`config.mk`:
```
export PLATFORM = sky130hd
export DESIGN_NAME = matrix_dm_host_port
export DESIGN_NICKNAME = d
export VERILOG_FILES = /design/src/rtl/matrix_dm_host_port_pkg.sv /design/src/rtl/matrix_dm_host_port.sv
export SDC_FILE = /design/constraint.sdc
export NUM_CORES = 1
export LEC_CHECK = 0
export BUFFER_PORTS_ARGS = -buffer_cell sky130_fd_sc_hd__buf_2
export CORE_UTILIZATION = 52
export CTS_BUF_LIST = sky130_fd_sc_hd__clkbuf_4
export CTS_CLUSTER_DIAMETER = 150
export DETAILED_ROUTE_END_ITERATION = 10
export PLACE_DENSITY = 0.79
export SLEW_MARGIN = 0
export SYNTH_ARGS = -nofsm -noshare
export SYNTH_HDL_FRONTEND = slang
export SYNTH_SLANG_ARGS = --single-unit
```
`constraint.sdc`:
```
create_clock -name clock -period 2.72 [get_ports clock]
set_clock_uncertainty 0.1 [all_clocks]
set_input_delay 0.136 -clock clock [delete_from_list [all_inputs] [get_ports clock]]
set_output_delay 0.136 -clock clock [all_outputs]
set_load 0.02 [all_outputs]
```
`src/rtl/matrix_dm_host_port_pkg.sv`:
```
// Shared types and defaults for the matrix processor DM host port.
package matrix_dm_host_port_pkg;

  localparam int ADDR_W_DEF = 16;
  localparam int DATA_W_DEF = 8;

  // Level of proc_hold that keeps the processor in reset.
  localparam logic PROC_HOLD_RST = 1'b1;

  typedef enum logic [2:0] {
    ST_IDLE,
    ST_LOAD,
    ST_RUN,
    ST_UNLOAD_RD,
    ST_UNLOAD_OUT,
    ST_DONE
  } state_t;

endpackage

```
`src/rtl/matrix_dm_host_port.sv`:
```
// Host front end for the matrix processor data memory: streams operands
// into DM, releases the processor, waits for end_process, then streams the
// result region back out. All DM port outputs are decoded from the state.
module matrix_dm_host_port
  import matrix_dm_host_port_pkg::*;
#(
  parameter int ADDR_W    = ADDR_W_DEF,
  parameter int DATA_W    = DATA_W_DEF,
  parameter int TIMEOUT_W = 24
) (
  input  logic              clock,
  input  logic              rst,
  input  logic              start,
  input  logic [ADDR_W-1:0] load_len,
  input  logic [ADDR_W-1:0] unload_base,
  input  logic [ADDR_W-1:0] unload_len,
  input  logic              s_valid,
  input  logic [DATA_W-1:0] s_data,
  output logic              s_ready,
  output logic              m_valid,
  output logic [DATA_W-1:0] m_data,
  input  logic              m_ready,
  output logic              dm_en,
  output logic              dm_we,
  output logic [ADDR_W-1:0] dm_addr,
  output logic [DATA_W-1:0] dm_wdata,
  input  logic [DATA_W-1:0] dm_rdata,
  input  logic              proc_en,
  input  logic              proc_we,
  input  logic [ADDR_W-1:0] proc_addr,
  input  logic [DATA_W-1:0] proc_wdata,
  input  logic              end_process,
  output logic              proc_hold,
  output logic              busy,
  output logic              done,
  output logic              timeout
);

  // A zero-width watchdog is disabled; keep a 1-bit dummy counter so the
  // declarations stay legal.
  localparam bit              WD_EN   = (TIMEOUT_W > 0);
  localparam int              WD_W    = WD_EN ? TIMEOUT_W : 1;
  localparam logic [WD_W-1:0] WD_ONES = '1;
  // Expiry is taken on the cycle whose increment makes the counter all-ones.
  localparam logic [WD_W-1:0] WD_LAST = WD_ONES - WD_W'(1);

  state_t            state, state_nxt;
  logic [ADDR_W-1:0] load_len_q, unload_base_q, unload_len_q;
  logic [ADDR_W-1:0] cnt;
  logic [WD_W-1:0]   wd_cnt;
  logic              run_first;
  logic              out_first;
  logic [DATA_W-1:0] m_hold;
  logic              start_ok, load_beat, out_beat, wd_hit;

  // The first UNLOAD_OUT cycle presents the RAM output directly; afterwards
  // the captured copy keeps m_data stable while the sink stalls.
  assign m_data = out_first ? dm_rdata : m_hold;

  // Next-state decode and all combinational outputs, including the DM mux.
  always_comb begin
    state_nxt = state;
    s_ready   = 1'b0;
    m_valid   = 1'b0;
    dm_en     = 1'b0;
    dm_we     = 1'b0;
    dm_addr   = '0;
    dm_wdata  = '0;
    proc_hold = PROC_HOLD_RST;
    busy      = 1'b0;
    done      = 1'b0;
    start_ok  = 1'b0;
    load_beat = 1'b0;
    out_beat  = 1'b0;
    wd_hit    = 1'b0;
    case (state)
      ST_IDLE, ST_DONE: begin
        done = (state == ST_DONE);
        if (start) begin
          start_ok  = 1'b1;
          state_nxt = (load_len == '0) ? ST_RUN : ST_LOAD;
        end
      end
      ST_LOAD: begin
        busy    = 1'b1;
        s_ready = 1'b1;
        if (s_valid) begin
          load_beat = 1'b1;
          dm_en     = 1'b1;
          dm_we     = 1'b1;
          dm_addr   = cnt;
          dm_wdata  = s_data;
          if (cnt == load_len_q - ADDR_W'(1)) state_nxt = ST_RUN;
        end
      end
      ST_RUN: begin
        busy      = 1'b1;
        proc_hold = ~PROC_HOLD_RST;
        dm_en     = proc_en;
        dm_we     = proc_we;
        dm_addr   = proc_addr;
        dm_wdata  = proc_wdata;
        // end_process may still be stale from a previous job on entry.
        if (end_process && !run_first) begin
          state_nxt = (unload_len_q == '0) ? ST_DONE : ST_UNLOAD_RD;
        end else if (WD_EN && (wd_cnt == WD_LAST)) begin
          wd_hit    = 1'b1;
          state_nxt = ST_DONE;
        end
      end
      ST_UNLOAD_RD: begin
        busy      = 1'b1;
        dm_en     = 1'b1;
        dm_addr   = unload_base_q + cnt;
        state_nxt = ST_UNLOAD_OUT;
      end
      ST_UNLOAD_OUT: begin
        busy    = 1'b1;
        m_valid = 1'b1;
        if (m_ready) begin
          out_beat  = 1'b1;
          state_nxt = (cnt == unload_len_q - ADDR_W'(1)) ? ST_DONE : ST_UNLOAD_RD;
        end
      end
      default: state_nxt = ST_IDLE;
    endcase
  end

  // State register.
  always_ff @(posedge clock or negedge rst) begin
    if (!rst) state <= ST_IDLE;
    else      state <= state_nxt;
  end

  // Job descriptor captured on an accepted start.
  always_ff @(posedge clock or negedge rst) begin
    if (!rst) begin
      load_len_q    <= '0;
      unload_base_q <= '0;
      unload_len_q  <= '0;
    end else if (start_ok) begin
      load_len_q    <= load_len;
      unload_base_q <= unload_base;
      unload_len_q  <= unload_len;
    end
  end

  // Shared byte counter: load count in LOAD, read count while unloading.
  always_ff @(posedge clock or negedge rst) begin
    if (!rst)                       cnt <= '0;
    else if (start_ok)              cnt <= '0;
    else if (state == ST_RUN)       cnt <= '0;
    else if (load_beat || out_beat) cnt <= cnt + ADDR_W'(1);
  end

  // RUN watchdog counter, first-cycle marker and sticky timeout flag.
  always_ff @(posedge clock or negedge rst) begin
    if (!rst) begin
      wd_cnt    <= '0;
      run_first <= 1'b0;
      timeout   <= 1'b0;
    end else begin
      wd_cnt    <= (state == ST_RUN) ? wd_cnt + WD_W'(1) : '0;
      run_first <= (state != ST_RUN) && (state_nxt == ST_RUN);
      if (start_ok)    timeout <= 1'b0;
      else if (wd_hit) timeout <= 1'b1;
    end
  end

  // Result byte capture on the cycle after each DM read.
  always_ff @(posedge clock or negedge rst) begin
    if (!rst) begin
      out_first <= 1'b0;
      m_hold    <= '0;
    end else begin
      out_first <= (state == ST_UNLOAD_RD);
      if (out_first) m_hold <= dm_rdata;
    end
  end

endmodule

```
==> flow_metrics.py <==
metrics = {
    "global_route": {
        "grt_pass1_wl_um": 29830,
        "antenna_found_initial": 0,
        "first_global_vias": 6213,
        "grt_max_degree": 90,
        "grt_overflow_total": 0,
        "grt_usage_pct": 29.49,
    },
    "power": {
        "combPwrFrac_pct": 52.7,
        "clock_power_share_pct": 10.9,
        "switching_power_w": 0.002813,
        "seqPwrFrac_pct": 36.4,
        "powerDensity_mw_per_mm2": 772.2,
        "swShare_pct": 41.95,
        "intPower_w": 0.003892,
        "vdd_ir_drop_max_mv": 0.4949,
        "leakage_nw": 3.828,
    },
    "min_path": {
        "hold_path_class": "input port to async pin",
    },
    "sta": {
        "max_slew_margin_pct": 60.14,
        "fin_crit_sh_pct": 114.3,
        "max_freq_mhz": 321.6,
        "rsz0062_at_grt": "yes",
        "setup_viol": 10,
        "fin_setup_tns_ns": -2.326,
        "finalHoldViolCount": 0,
        "setup_slack_ns": -0.3895,
        "period_needed_ns": 3.110,
        "drv_slew": 0,
        "worst_pin_slew_ns": 0.5959,
    },
    "run_status": {
        "outcome": "finished with violations",
        "violations": "setup timing",
    },
    "critical_path": {
        "cp-start-kind": "register",
        "required_ns": 2.48,
        "critPathKind": "register to output port",
        "crit_path_end_kind": "output port",
        "worstPathArrival_ns": 2.87,
        "critPathMaxFanout": 2,
    },
    "synthesis": {
        "syn_area_per_cell_um2": 9.236,
        "synth.cell_area_mm2": 0.006502,
        "yosys-top-cells-count": "dfrtp_1, nor2_1, o21ai_0",
        "synthesis.nets": 821,
        "synth_cells": 704,
        "yosys_warnings": 0,
        "yosysSeqAreaShare_pct": 39.25,
        "yosys-top-cells-area": "dfrtp_1, mux2_2, xnor2_1",
        "yosysUniqueCellTypes": 62,
        "synth_edf_count": 0,
        "yosysMostFrequentCell": "dfrtp_1",
        "yosysTopAreaCellShare_pct": 39.25,
        "synthArstFlopShare_pct": 100.0,
        "synth_seq_cells": 102,
        "synthFlopType": "dfrtp_1",
        "synth_top_cell_by_area": "dfrtp_1",
    },
    "final_layout": {
        "fin_nets": 1045,
        "fin_cells": 1101,
        "area_growth_pct": 33.54,
        "multi_input_area_mm2": 0.003955,
        "fill_cells": 909,
        "seq_area_mm2": 0.002557,
        "n_antenna_cell": 0,
        "drive_gt1_share_pct": 33.65,
    },
    "route": {
        "wl_per_cell_um": 17.50,
        "vias_per_cell": 5.899,
        "vias": 6495,
        "finalWirelength_um": 19270,
        "antenna_left": 0,
        "drcViolationCount": 0,
        "drt_iter0_drc": 559,
        "first_pass_iters": 5,
    },
    "floorplanning": {
        "die_area_mm2": 0.01296,
        "start_util_pct": 53.69,
        "fp-row-count": 40,
        "coreArea_mm2": 0.01211,
        "die_y_um": 113.8,
        "pin_count": 136,
        "chipWidth_um": 113.8,
    },
    "clock_network": {
        "cts_root_buf": "clkbuf_4",
        "cts.sink_count": 102,
        "worstSkewPairLatency_ns": 0.50,
        "clockBufferDepth": 2,
        "h-tree-depth": 3,
        "numCtsBuffers": 9,
        "tritoncts": "yes",
        "clkSlewWorstSetupHoldPaths_ns": 0.16,
    },
    "placed_design": {
        "post-dp-hpwl_um": 13300,
        "dp.cells": 1007,
        "post-place-ws_ns": -0.09118,
        "io_buffers": 135,
        "place_congestion": 0.9319,
    },
    "job": {
        "max_cap_violations": 0,
    },
}
[critical path, cell delays in order, from the launching register on]
cell	delay [ns]
dfrtp_1	0.39
ha_2	0.20
inv_2	0.04
fa_2	0.37
nor2b_4	0.15
o2111ai_2	0.14
nand3_2	0.12
nand2_2	0.08
o21ai_4	0.19
o311ai_4	0.12
mux2_4	0.32
o21ai_2	0.12
buf_6	0.13
[final cells by class]
type                            count  area share (%)
Tap cell                          168           2.421
Timing Repair Buffer              251           20.23
Inverter                           22          0.9510
Clock inverter                      6          0.5331
Multi-Input combinational cell    542           45.55
Sequential cell                   102           29.45
Clock buffer                       10          0.8646
[power groups by stage]
stage | Sequential [W] | Combinational, W | Clock [W]
2_1_floorplan | 0.00227 | 0.00217 | 0
3_5_place_dp | 0.00244 | 0.00294 | 0
5_1_grt | 0.00249 | 0.00380 | 0.000797
6_report | 0.00244 | 0.00354 | 0.000729
3_3_place_gp | 0.00240 | 0.00282 | 0
4_1_cts | 0.00240 | 0.00323 | 0.000750
[state kept, by name (all words and copies together), names as in the netlist]
| signal | count |
|---|---|
| out_first | 1 |
| unload_base_q | 16 |
| m_hold | 8 |
| run_first | 1 |
| unload_len_q | 16 |
| timeout | 1 |
| state | 3 |
| load_len_q | 16 |
| wd_cnt | 24 |
| cnt | 16 |
[cells in the final DEF (no fill, tap or decap), drive strengths merged, types with 3 or more instances in the layout]
master       instances
nor4                16
clkinv               4
nand2               43
and3                10
nor3                21
dfrtp              102
buf                190
a41oi                3
a21oi               29
nand4               14
nor2                64
nand2b              11
and2                 3
xor2                37
nand3               22
inv                 22
a31oi                5
ha                  20
or3                 14
or4                  7
a22oi               11
dlygate4sd3         61
a22o                 9
or2                  3
a211oi               4
xnor2               38
clkbuf              10
a21o                 7
nor2b                4
o21ai               57
mux2                54
[routing by layer]
| layer | global-route usage [%] | wire [µm] | vias up |
|---|---|---|---|
| li1 | - | - | 2987 |
| met1 | 37.03 | 7965 | 3165 |
| met2 | 51.75 | 9536 | 296 |
| met3 | 3.666 | 1297 | 47 |
| met4 | 11.77 | 472 | 0 |
| met5 | 0 | 0 | - |
[stage by stage]
stage	area [µm²]	total power, W	utilization, %	hold WS (ns)
after floorplan	6523	0.004437	-	-0.2596
after global placement	7579	0.005223	62.57	-0.1007
after detailed placement	7579	0.005372	62.57	-0.09906
after CTS	8482	0.006382	70.03	0.1345
after global routing	8683	0.007084	71.69	0.1414
final	8683	0.006705	71.69	0.1149
[cells by family (layout without fill, tap and decap cells)]
family	Yosys count	after routing	share of synthesized area [%]
buffers and inverters	60	289	3.502
adders and majority gates	21	21	4.156
muxes	55	55	9.505
DFF	102	102	39.25
AOI/OAI and AO/OA	152	152	14.84
xor gates and xnor gates	75	75	10.10
and+or+nand+nor	239	239	18.65
[worst paths after layout]
kind | from | end | slack, ns | cells after the start
setup / recovery | cnt[0]$_DFFE_PN0P_ | dm_addr[14] | -0.39 | 12
hold / removal | rst | cnt[0]$_DFFE_PN0P_ | 0.11 | 3
setup reg to reg | unload_len_q[4]$_DFFE_PN0P_ | state[1]$_DFF_PN0_ | 0 | 6
hold reg to reg | m_hold[0]$_DFF_PN0_ | m_hold[0]$_DFF_PN0_ | 0.41 | 1
max in group asynchronous | rst | unload_base_q[6]$_DFFE_PN0P_ | 1.49 | 3
min in group clock | s_valid | cnt[1]$_DFFE_PN0P_ | 0.24 | 4
[what timing repair did]
| action | 4_1_cts | 5_1_grt |
|---|---|---|
| setup buffers | 7 | 10 |
| gates resized for setup | 43 | 33 |
| hold endpoints to repair | 162 | 0 |
| setup endpoints to repair | 14 | 17 |
| pin swaps | 11 | 21 |
| hold buffers | 61 | 0 |
Power figures use the tool's default switching activity.
